## config.mk

```make
export PLATFORM = sky130hd
export DESIGN_NAME = alu_issue_queue_flat
export DESIGN_NICKNAME = d
export VERILOG_FILES = /design/src/rtl/alu_issue_queue_if.sv /design/src/rtl/alu_issue_queue.sv /design/src/flat_wrapper.sv
export SDC_FILE = /design/constraint.sdc
export NUM_CORES = 1
export LEC_CHECK = 0
export ABC_CLOCK_PERIOD_IN_PS = 9200
export BUFFER_PORTS_ARGS = -buffer_cell sky130_fd_sc_hd__clkbuf_2
export CAP_MARGIN = 15
export CELL_PAD_IN_SITES_DETAIL_PLACEMENT = 0
export CELL_PAD_IN_SITES_GLOBAL_PLACEMENT = 2
export CORE_MARGIN = 2
export CORE_UTILIZATION = 40
export DETAILED_ROUTE_END_ITERATION = 6
export GPL_TIMING_DRIVEN = 0
export PLACE_DENSITY = 0.95
export SLEW_MARGIN = 20
export SYNTH_ARGS = -nofsm -noshare
export SYNTH_HDL_FRONTEND = slang
export SYNTH_SLANG_ARGS = --single-unit
```

## constraint.sdc

```tcl
create_clock -name clk -period 9.2 [get_ports clk]
set_clock_uncertainty 0.1 [all_clocks]
set_input_delay 0.46 -clock clk [delete_from_list [all_inputs] [get_ports clk]]
set_output_delay 0.46 -clock clk [all_outputs]
set_load 0.01 [all_outputs]
```

## src/rtl/alu_issue_queue_if.sv

```systemverilog
// Dispatch, wakeup and issue signals of the ALU issue queue.
// master drives dispatch/CDB/flush and consumes issue; slave is the queue.
interface alu_issue_queue_if #(
    parameter int DEPTH = 4,
    parameter int TAG_W = 4
);
    localparam int OCC_W = $clog2(DEPTH + 1);

    logic             disp_valid;
    logic             disp_ready;
    logic [6:0]       disp_opcode;
    logic [2:0]       disp_funct3;
    logic [6:0]       disp_funct7;
    logic [TAG_W-1:0] disp_rob_tag;
    logic [31:0]      disp_a_val;
    logic             disp_a_rdy;
    logic [TAG_W-1:0] disp_a_tag;
    logic [31:0]      disp_b_val;
    logic             disp_b_rdy;
    logic [TAG_W-1:0] disp_b_tag;
    logic             cdb_valid;
    logic [TAG_W-1:0] cdb_tag;
    logic [31:0]      cdb_value;
    logic             iss_valid;
    logic             iss_ready;
    logic [31:0]      iss_val_a;
    logic [31:0]      iss_val_b;
    logic [6:0]       iss_opcode;
    logic [2:0]       iss_funct3;
    logic [6:0]       iss_funct7;
    logic [TAG_W-1:0] iss_rob_tag;
    logic             flush;
    logic [OCC_W-1:0] occupancy;

    modport master (
        output disp_valid, disp_opcode, disp_funct3, disp_funct7, disp_rob_tag,
               disp_a_val, disp_a_rdy, disp_a_tag, disp_b_val, disp_b_rdy, disp_b_tag,
               cdb_valid, cdb_tag, cdb_value, iss_ready, flush,
        input  disp_ready, iss_valid, iss_val_a, iss_val_b, iss_opcode, iss_funct3,
               iss_funct7, iss_rob_tag, occupancy
    );

    modport slave (
        input  disp_valid, disp_opcode, disp_funct3, disp_funct7, disp_rob_tag,
               disp_a_val, disp_a_rdy, disp_a_tag, disp_b_val, disp_b_rdy, disp_b_tag,
               cdb_valid, cdb_tag, cdb_value, iss_ready, flush,
        output disp_ready, iss_valid, iss_val_a, iss_val_b, iss_opcode, iss_funct3,
               iss_funct7, iss_rob_tag, occupancy
    );
endinterface

```

## src/rtl/alu_issue_queue.sv

```systemverilog
// ALU issue queue with CDB wakeup; ALU_IQ_OLDEST_FIRST_EN selects oldest-first issue, else lowest-index.
// Latency 1 cycle dispatch/wakeup to iss_valid; disp_ready low when full, selection held while iss_ready low.
module alu_issue_queue #(
    parameter int DEPTH = 4,
    parameter int TAG_W = 4
) (
    input  logic             clk,
    input  logic             rst_n,
    alu_issue_queue_if.slave bus
);
    localparam int IDX_W = $clog2(DEPTH);
    localparam int OCC_W = $clog2(DEPTH + 1);

    typedef struct packed {
        logic             rdy;
        logic [TAG_W-1:0] tag;
        logic [31:0]      val;
    } opnd_t;

    typedef struct packed {
        logic [6:0]       opcode;
        logic [2:0]       funct3;
        logic [6:0]       funct7;
        logic [TAG_W-1:0] rob_tag;
        opnd_t            a;
        opnd_t            b;
    } entry_t;

    logic [DEPTH-1:0] vld_q, vld_d;
    entry_t           ent_q [DEPTH];
    entry_t           ent_d [DEPTH];
    logic [DEPTH-1:0] elig;
    logic [IDX_W-1:0] free_idx, sel_idx;
    logic             sel_found;
    logic [OCC_W-1:0] occ;
    logic             iss_vld, iss_fire, disp_fire;
    opnd_t            disp_a, disp_b;

    function automatic opnd_t wake(input opnd_t o, input logic cv,
                                   input logic [TAG_W-1:0] ct, input logic [31:0] cval);
        opnd_t r;
        r = o;
        if (cv && !o.rdy && (o.tag == ct)) begin
            r.rdy = 1'b1;
            r.val = cval;
        end
        return r;
    endfunction

    always_comb begin
        occ      = '0;
        free_idx = '0;
        elig     = '0;
        for (int i = DEPTH - 1; i >= 0; i--) begin
            occ = occ + OCC_W'(vld_q[i]);
            if (!vld_q[i]) free_idx = IDX_W'(i);
            elig[i] = vld_q[i] && ent_q[i].a.rdy && ent_q[i].b.rdy;
        end
    end

    assign sel_found      = |elig;
    assign iss_vld        = sel_found && !bus.flush;
    assign iss_fire       = iss_vld && bus.iss_ready;
    assign bus.disp_ready = (occ < OCC_W'(DEPTH));
    assign disp_fire      = bus.disp_valid && bus.disp_ready && !bus.flush;
    assign bus.occupancy  = occ;
    assign bus.iss_valid  = iss_vld;
    assign disp_a         = '{rdy: bus.disp_a_rdy, tag: bus.disp_a_tag, val: bus.disp_a_val};
    assign disp_b         = '{rdy: bus.disp_b_rdy, tag: bus.disp_b_tag, val: bus.disp_b_val};

`ifdef ALU_IQ_OLDEST_FIRST_EN
    // age_q[j][i] set means entry j was dispatched before entry i.
    logic [DEPTH-1:0] age_q [DEPTH];
    logic [DEPTH-1:0] age_d [DEPTH];
    logic             beaten;

    always_comb begin
        sel_idx = '0;
        beaten  = 1'b0;
        for (int i = DEPTH - 1; i >= 0; i--) begin
            beaten = 1'b0;
            for (int j = 0; j < DEPTH; j++)
                if (j != i && elig[j] && age_q[j][i]) beaten = 1'b1;
            if (elig[i] && !beaten) sel_idx = IDX_W'(i);
        end
    end

    always_comb begin
        for (int i = 0; i < DEPTH; i++) age_d[i] = age_q[i];
        if (disp_fire) begin
            for (int j = 0; j < DEPTH; j++) age_d[j][free_idx] = vld_q[j];
            age_d[free_idx] = '0;
        end
        if (bus.flush)
            for (int i = 0; i < DEPTH; i++) age_d[i] = '0;
    end

    always_ff @(posedge clk or negedge rst_n) begin
        if (!rst_n) begin
            for (int i = 0; i < DEPTH; i++) age_q[i] <= '0;
        end else begin
            for (int i = 0; i < DEPTH; i++) age_q[i] <= age_d[i];
        end
    end
`else
    // A stalled selection is pinned so a later dispatch into a lower slot cannot steal it.
    logic             hold_q, hold_d;
    logic [IDX_W-1:0] hold_idx_q;

    always_comb begin
        sel_idx = '0;
        for (int i = DEPTH - 1; i >= 0; i--)
            if (elig[i]) sel_idx = IDX_W'(i);
        if (hold_q) sel_idx = hold_idx_q;
    end

    assign hold_d = iss_vld && !bus.iss_ready;

    always_ff @(posedge clk or negedge rst_n) begin
        if (!rst_n) begin
            hold_q     <= 1'b0;
            hold_idx_q <= '0;
        end else begin
            hold_q     <= hold_d;
            hold_idx_q <= sel_idx;
        end
    end
`endif

    always_comb begin
        bus.iss_val_a   = '0;
        bus.iss_val_b   = '0;
        bus.iss_opcode  = '0;
        bus.iss_funct3  = '0;
        bus.iss_funct7  = '0;
        bus.iss_rob_tag = '0;
        if (iss_vld) begin
            bus.iss_val_a   = ent_q[sel_idx].a.val;
            bus.iss_val_b   = ent_q[sel_idx].b.val;
            bus.iss_opcode  = ent_q[sel_idx].opcode;
            bus.iss_funct3  = ent_q[sel_idx].funct3;
            bus.iss_funct7  = ent_q[sel_idx].funct7;
            bus.iss_rob_tag = ent_q[sel_idx].rob_tag;
        end
    end

    always_comb begin
        vld_d = vld_q;
        for (int i = 0; i < DEPTH; i++) begin
            ent_d[i]   = ent_q[i];
            ent_d[i].a = wake(ent_q[i].a, bus.cdb_valid, bus.cdb_tag, bus.cdb_value);
            ent_d[i].b = wake(ent_q[i].b, bus.cdb_valid, bus.cdb_tag, bus.cdb_value);
        end
        if (iss_fire) vld_d[sel_idx] = 1'b0;
        if (disp_fire) begin
            vld_d[free_idx]         = 1'b1;
            ent_d[free_idx].opcode  = bus.disp_opcode;
            ent_d[free_idx].funct3  = bus.disp_funct3;
            ent_d[free_idx].funct7  = bus.disp_funct7;
            ent_d[free_idx].rob_tag = bus.disp_rob_tag;
            ent_d[free_idx].a       = wake(disp_a, bus.cdb_valid, bus.cdb_tag, bus.cdb_value);
            ent_d[free_idx].b       = wake(disp_b, bus.cdb_valid, bus.cdb_tag, bus.cdb_value);
        end
        if (bus.flush) vld_d = '0;
    end

    always_ff @(posedge clk or negedge rst_n) begin
        if (!rst_n) begin
            vld_q <= '0;
            for (int i = 0; i < DEPTH; i++) ent_q[i] <= '0;
        end else begin
            vld_q <= vld_d;
            for (int i = 0; i < DEPTH; i++) ent_q[i] <= ent_d[i];
        end
    end
endmodule

```

## src/flat_wrapper.sv

```systemverilog
// flat-port wrapper written by rule: the top's interface ports become plain ports
module alu_issue_queue_flat 
#(
    parameter int DEPTH = 4,
    parameter int TAG_W = 4
)
  (clk, rst_n, bus_disp_valid, bus_disp_opcode, bus_disp_funct3, bus_disp_funct7, bus_disp_rob_tag, bus_disp_a_val, bus_disp_a_rdy, bus_disp_a_tag, bus_disp_b_val, bus_disp_b_rdy, bus_disp_b_tag, bus_cdb_valid, bus_cdb_tag, bus_cdb_value, bus_iss_ready, bus_flush, bus_disp_ready, bus_iss_valid, bus_iss_val_a, bus_iss_val_b, bus_iss_opcode, bus_iss_funct3, bus_iss_funct7, bus_iss_rob_tag, bus_occupancy);
  alu_issue_queue_if #(.DEPTH(DEPTH), .TAG_W(TAG_W)) bus_i ();
  input  logic clk;
  input  logic rst_n;
  input wire logic [$bits(bus_i.disp_valid)-1:0] bus_disp_valid;
  input wire logic [$bits(bus_i.disp_opcode)-1:0] bus_disp_opcode;
  input wire logic [$bits(bus_i.disp_funct3)-1:0] bus_disp_funct3;
  input wire logic [$bits(bus_i.disp_funct7)-1:0] bus_disp_funct7;
  input wire logic [$bits(bus_i.disp_rob_tag)-1:0] bus_disp_rob_tag;
  input wire logic [$bits(bus_i.disp_a_val)-1:0] bus_disp_a_val;
  input wire logic [$bits(bus_i.disp_a_rdy)-1:0] bus_disp_a_rdy;
  input wire logic [$bits(bus_i.disp_a_tag)-1:0] bus_disp_a_tag;
  input wire logic [$bits(bus_i.disp_b_val)-1:0] bus_disp_b_val;
  input wire logic [$bits(bus_i.disp_b_rdy)-1:0] bus_disp_b_rdy;
  input wire logic [$bits(bus_i.disp_b_tag)-1:0] bus_disp_b_tag;
  input wire logic [$bits(bus_i.cdb_valid)-1:0] bus_cdb_valid;
  input wire logic [$bits(bus_i.cdb_tag)-1:0] bus_cdb_tag;
  input wire logic [$bits(bus_i.cdb_value)-1:0] bus_cdb_value;
  input wire logic [$bits(bus_i.iss_ready)-1:0] bus_iss_ready;
  input wire logic [$bits(bus_i.flush)-1:0] bus_flush;
  output wire logic [$bits(bus_i.disp_ready)-1:0] bus_disp_ready;
  output wire logic [$bits(bus_i.iss_valid)-1:0] bus_iss_valid;
  output wire logic [$bits(bus_i.iss_val_a)-1:0] bus_iss_val_a;
  output wire logic [$bits(bus_i.iss_val_b)-1:0] bus_iss_val_b;
  output wire logic [$bits(bus_i.iss_opcode)-1:0] bus_iss_opcode;
  output wire logic [$bits(bus_i.iss_funct3)-1:0] bus_iss_funct3;
  output wire logic [$bits(bus_i.iss_funct7)-1:0] bus_iss_funct7;
  output wire logic [$bits(bus_i.iss_rob_tag)-1:0] bus_iss_rob_tag;
  output wire logic [$bits(bus_i.occupancy)-1:0] bus_occupancy;
  assign bus_i.disp_valid = bus_disp_valid;
  assign bus_i.disp_opcode = bus_disp_opcode;
  assign bus_i.disp_funct3 = bus_disp_funct3;
  assign bus_i.disp_funct7 = bus_disp_funct7;
  assign bus_i.disp_rob_tag = bus_disp_rob_tag;
  assign bus_i.disp_a_val = bus_disp_a_val;
  assign bus_i.disp_a_rdy = bus_disp_a_rdy;
  assign bus_i.disp_a_tag = bus_disp_a_tag;
  assign bus_i.disp_b_val = bus_disp_b_val;
  assign bus_i.disp_b_rdy = bus_disp_b_rdy;
  assign bus_i.disp_b_tag = bus_disp_b_tag;
  assign bus_i.cdb_valid = bus_cdb_valid;
  assign bus_i.cdb_tag = bus_cdb_tag;
  assign bus_i.cdb_value = bus_cdb_value;
  assign bus_i.iss_ready = bus_iss_ready;
  assign bus_i.flush = bus_flush;
  assign bus_disp_ready = bus_i.disp_ready;
  assign bus_iss_valid = bus_i.iss_valid;
  assign bus_iss_val_a = bus_i.iss_val_a;
  assign bus_iss_val_b = bus_i.iss_val_b;
  assign bus_iss_opcode = bus_i.iss_opcode;
  assign bus_iss_funct3 = bus_i.iss_funct3;
  assign bus_iss_funct7 = bus_i.iss_funct7;
  assign bus_iss_rob_tag = bus_i.iss_rob_tag;
  assign bus_occupancy = bus_i.occupancy;
  alu_issue_queue #(.DEPTH(DEPTH), .TAG_W(TAG_W)) u_core (.clk(clk), .rst_n(rst_n), .bus(bus_i));
endmodule
```

After elaboration in Yosys (flattened, before gate mapping)

Cells that the tools add are included.

Flip-flop bits (word level): 387
Input port bits: 137
Output and inout port bits: 90
Word-level logic and storage cells: 186

Add/subtract/negate cells: 3
Magnitude comparators: 8
Equality and inequality tests: 10
Multiplexer cells: 68
Bitwise gates (word level): 5
Reductions and logical operators: 49

Operators by type and width:

| cell                                                                  | number |
|---|---|
| 380-bit bitwise mux                                                   | 6 |
| 95-bit demux with 2-bit select                                        | 6 |
| 32-bit two-way mux                                                    | 14 |
| 359-bit two-way mux                                                   | 1 |
| 95-bit two-way mux                                                    | 3 |
| 95-bit binary-select mux with 2-bit select                            | 1 |
| 88-bit two-way mux                                                    | 1 |
| 85-bit two-way mux                                                    | 1 |
| 78-bit two-way mux                                                    | 1 |
| 74-bit two-way mux                                                    | 1 |
| 4-bit == test                                                         | 10 |
| 37-bit two-way mux                                                    | 1 |
| 1-bit logical AND                                                     | 36 |
| 2-bit two-way mux                                                     | 9 |
| 4-bit two-way mux                                                     | 4 |
| 1-bit two-way mux                                                     | 14 |
| 7-bit two-way mux                                                     | 2 |
| 1-bit logical NOT                                                     | 12 |
| 3-bit by 1-bit adder with 3-bit output                                | 2 |
| 3-bit greater-or-equal comparator (second input constant)             | 2 |
| 2-bit by 3-bit < comparator with 1-bit output (second input constant) | 2 |
| 2-bit inverter with 3-bit output                                      | 2 |
| 4-bit AND                                                             | 1 |
| 1-bit demux with 2-bit select                                         | 2 |
| 8 further kinds                                                       | 9 |

Depth between registers and ports, before layout

Depth in word-level cells: 17
Gate-level depth with buffers: 12
Gate-level depth less buffers: 10

Worst setup path before layout

OpenSTA, ideal clock, no wires.

Path type: register to register
Start: reg u_core.vld_q[2]
End: reg, netlist name u_core.ent_q[137]
Library setup time: 0.123 ns
Arrival: 2.955 ns
Data required time: 8.977 ns
Setup slack: 6.023 ns
Cell stages (with the launch flop): 12
Path buffers: 3
Period minus slack after synthesis: 3.177 ns
Path through: dfrtp_1 ha_1 inv_1 fa_1 ha_1 nand4bb_4 or4b_1 clkbuf_1 buf_6 mux2i_4 buf_6 o221a_2

RTL lines:

| item                     | line                   | text |
|---|---|---|
| start: declaration       | alu_issue_queue.sv:29  | `logic [DEPTH-1:0] vld_q, vld_d;` |
| start signal: assignment | alu_issue_queue.sv:172 | `vld_q <= vld_d;` |

Final worst setup path

Start: reg u_core.vld_q[0]
End: out bus_iss_val_a[30]

Longest elaborated chain between the ends: 9
Elaborated cells on any way between the ends: 11
Classes of those cells: mux: 6; bitwise: 1; reduce/logical: 4

RTL lines:

| item                                                   | line                   | text |
|---|---|---|
| 1-bit logical AND * (2 in series)                      | alu_issue_queue.sv:57  | `elig[i] = vld_q[i] && ent_q[i].a.rdy && ent_q[i].b.rdy;` |
| 2-bit two-way mux                                      | alu_issue_queue.sv:113 | `if (elig[i]) sel_idx = IDX_W'(i);` |
| 2-bit two-way mux                                      | alu_issue_queue.sv:114 | `if (hold_q) sel_idx = hold_idx_q;` |
| 2-bit inverter with 3-bit output (not written as such) | alu_issue_queue.sv:138 | `bus.iss_val_a = ent_q[sel_idx].a.val;` |
| 95-bit binary-select mux with 2-bit select             | alu_issue_queue.sv:138 |  |
| 95-bit two-way mux (2 in series)                       | n/a                    |  |
| 32-bit two-way mux *                                   | alu_issue_queue.sv:137 | `if (iss_vld) begin` |
| end: declaration                                       | flat_wrapper.sv:29     | `output wire logic [$bits(bus_i.iss_val_a)-1:0] bus_iss_val_a;` |

Every way passes the cells marked *; elsewhere a longest branch is shown, timed or not. The select of a mux whose other input is x is not followed.

==> run_results.csv <==
group,metric,value,unit
run_status,status,"finished, final reports clean",
pwr,total_power,5.242,mW
placed_design,place_area,20320,sq um
synth,synth_adder_area_share,0.3138,%
synth,synth-seq-area-share,52.80,%
clock_tree,htreeDepth,2,
clock_tree,cts_tree,"yes",
routing,wire_per_inst,24.85,microns
clock_tree,clk_pin_slew,60,ps
die,io_pins,227,
global_route,overflow,0,
sta,fin_setup_tns,0,ps
critical_path,crit_type,"reg -> out",
routing,num_vias,15604,
sta,fin_crit_sh,47.02,%
sta,min_period,4326,ps
die,fp.dieW,218.1,microns
global_route,first_global_vias,15851,
worst_hold_path,hp-start,"bus_disp_opcode[3]",
finish,final_common_cell,"dfrtp_1",
pwr,powerDensity,239.1,nW/um^2
routing,routed_via_density,6.093,
critical_path,critPathArrivalTime,3770,ps
synth,mappedNetlistArea,18340,sq um
sta,fmax,231.2,MHz
routing,wl,63.65,mm
synth,synth_area_per_cell,11.17,sq um
synth,synth_top_family_by_area,"compound AO/OA/AOI/OAI gates",
worst_hold_path,hold_depth,3,
synth,async_flop_share,100.0,%
synth,ys_ff_latch,387,
finish,mostFrequentLayoutCells,"dfrtp_1 (387), clkbuf_2 (223), nand2_1 (148)",
routing,first_pass_iters,6,
global_route,antenna_found_initial,7,
sta,hold_violations,0,
finish,nets,2064,
synth,synth_compound_area_share,27.33,%
critical_path,required,8640,ps
sta,rsz0062_at_grt,"no",
synth,synth_xor_area_share,1.194,%
placed_design,port_buffers,222,
clock_tree,cts_sinks,387,
synth,synth.distinct_cells,62,
sta,tightestPinTransition,963.1,ps
synth,synth-edff-count,0,
critical_path,rr_worst_depth,11,
critical_path,cp-end-kind,"output port",
routing,drc,0,
global_route,grt_usage,26.66,%
clock_tree,clock-root-buffer,"clkbuf_16",
synth,syn-instance-count,1642,
pwr,p_leak,9.933,nW
global_route,grt_max_degree,92,
placed_design,place.gp.congestion,0.8718,
sta,fin_ws,4874,ps
clock_tree,cts_made_buffers,44,
global_route,grt_pass1_wl,96.73,mm
sta,whs,26.03,ps
sta,drv_slew,0,
synth,muxShareOfSynthArea,5.000,%
job,drv_cap,0,
critical_path,cp_max_fo,10,
worst_hold_path,hold_path_class,"in -> reg",
finish,area_delta_synth_final,19.50,%
routing,antenna_left,0,
die,rows,78,
placed_design,preCtsSetupSlack,5008,ps
routing,drt-initial-drc-count,1783,
die,die_h,218.1,microns
die,initial_core_util,40.51,%
synth,synth_flop_cell,"dfrtp_1",
clock_tree,ctsResizeCount,0,
sta,setup_viol,0,
synth,synth_nets,1783,
critical_path,timing.rr.start,"u_core.vld_q[2]$_DFF_PN0_",
finish,final_cells,2561,
die,coreArea,45280,sq um
critical_path,cp-start-kind,"flip-flop",
pwr,peakVddDrop,0.1246,mV
clock_tree,clockBufferDepth,3,
synth,yosys.area_share.simple,9.147,%
finish,utilization,48.40,%
placed_design,dp_hpwl,44.12,mm
finish,design_area,21920,sq um
synth,ys_warn_count,0,
finish,drive_gt1_share,25.23,%
placed_design,dp_cells,2468,
sta,maxSlewHeadroom,35.49,%
critical_path,rrSetupSlack,4930,ps
die,die-area,47590,sq um
critical_path,rr_endpoint,"u_core.ent_q[73]$_DFF_PN0_",
clock_tree,clock_latency,590,ps
[cells in the mapped netlist (2+ instances only)]
| library cell | number | share of area (%) |
|---|---|---|
| a222oi_1 | 4 | 0.22 |
| o211ai_1 | 33 | 1.4 |
| nor2b_1 | 4 | 0.14 |
| xor2_1 | 8 | 0.38 |
| clkbuf_2 | 2 | 0.055 |
| o21ba_2 | 2 | 0.11 |
| a311oi_1 | 3 | 0.14 |
| o21ai_1 | 11 | 0.30 |
| a2bb2oi_1 | 3 | 0.14 |
| o21ai_0 | 140 | 3.8 |
| o221a_1 | 5 | 0.31 |
| buf_1 | 15 | 0.31 |
| ha_1 | 3 | 0.20 |
| clkbuf_1 | 100 | 2.0 |
| nor2_1 | 9 | 0.18 |
| a31oi_1 | 5 | 0.17 |
| o21a_1 | 2 | 0.082 |
| a21oi_1 | 6 | 0.16 |
| buf_6 | 4 | 0.25 |
| a221o_1 | 85 | 4.6 |
| inv_1 | 49 | 1.0 |
| nor3_1 | 10 | 0.27 |
| o31a_1 | 3 | 0.14 |
| buf_4 | 2 | 0.082 |
| mux2i_1 | 5 | 0.27 |
| mux2_2 | 75 | 4.6 |
| a22o_1 | 86 | 4.1 |
| and2_1 | 2 | 0.068 |
| nand2b_1 | 104 | 3.5 |
| nand2_1 | 148 | 3.0 |
| and3_1 | 5 | 0.17 |
| xnor2_1 | 17 | 0.81 |
| o221a_2 | 91 | 5.6 |
| nand3_1 | 42 | 1.1 |
| dfrtp_1 | 387 | 53 |
| nor3b_1 | 2 | 0.082 |
| a22oi_1 | 129 | 5.3 |
| buf_2 | 17 | 0.46 |
[worst max path at each step]
| stage | start | to | slack, ps | cells after the start |
|---|---|---|---|---|
| 5_1_grt | u_core.vld_q[0]$_DFF_PN0_ | bus_iss_val_a[30] | 4630 | 7 |
| 2_1_floorplan | u_core.vld_q[2]$_DFF_PN0_ | u_core.ent_q[137]$_DFF_PN0_ | 6020 | 11 |
| 4_1_cts | u_core.vld_q[1]$_DFF_PN0_ | bus_iss_val_b[9] | 4910 | 9 |
| 6_report | u_core.vld_q[0]$_DFF_PN0_ | bus_iss_val_a[30] | 4870 | 7 |
| 3_5_place_dp | u_core.vld_q[2]$_DFF_PN0_ | u_core.ent_q[73]$_DFF_PN0_ | 5010 | 11 |
| 3_3_place_gp | rst_n | asynchronous set/reset pin | -1020 | 1 |
[logic make-up (layout without fill, tap and decap cells)]
group                      count (synthesis)  after routing
AOI/OAI and AO/OA                        620            620
and+or+nand+nor                          335            335
buffers and inverters                    190            506
DFF                                      387            387
other                                      0              3
xor gates and xnor gates                  25             25
adders and majority gates                  4              4
muxes                                     81             81
[report_power, final]
part	switching, mW	internal, mW
Combinational	0.428	0.506
Clock	0.732	1.11
Sequential	0.286	2.18
[worst max-delay path, cell delays in order, from the launching register on]
cell	delay, ps
dfrtp_1	490
a31oi_1	520
a32oi_1	190
nor3_2	520
buf_2	360
buf_1	580
a221o_1	360
clkbuf_2	170
[area by class of cell]
class | instances | area, sq um
Buffer | 140 | 586.8
Inverter | 50 | 187.7
Timing Repair Buffer | 235 | 1320
Clock inverter | 15 | 211.5
Clock buffer | 66 | 1286
Tap cell | 600 | 750.7
Fill cell | 4226 | 23360
Sequential cell | 387 | 9684
Antenna cell | 3 | 7.507
Multi-Input combinational cell | 1065 | 7884
[layer usage]
layer	vias to the layer above	global-route usage (%)	part of all wire, %
li1	6836	-	-
met1	7943	35.68	42
met2	710	42.26	47
met3	107	7.209	8.9
met4	8	8.073	2.5
met5	-	0	0.085
[what timing repair did]
item | in CTS | in global routing
setup endpoints to repair | 0 | 0
buffers inserted | 0 | 0
hold buffers | 9 | 0
endpoints found under the hold margin | 74 | 0
No activity file was read; power rests on OpenSTA's default activity.
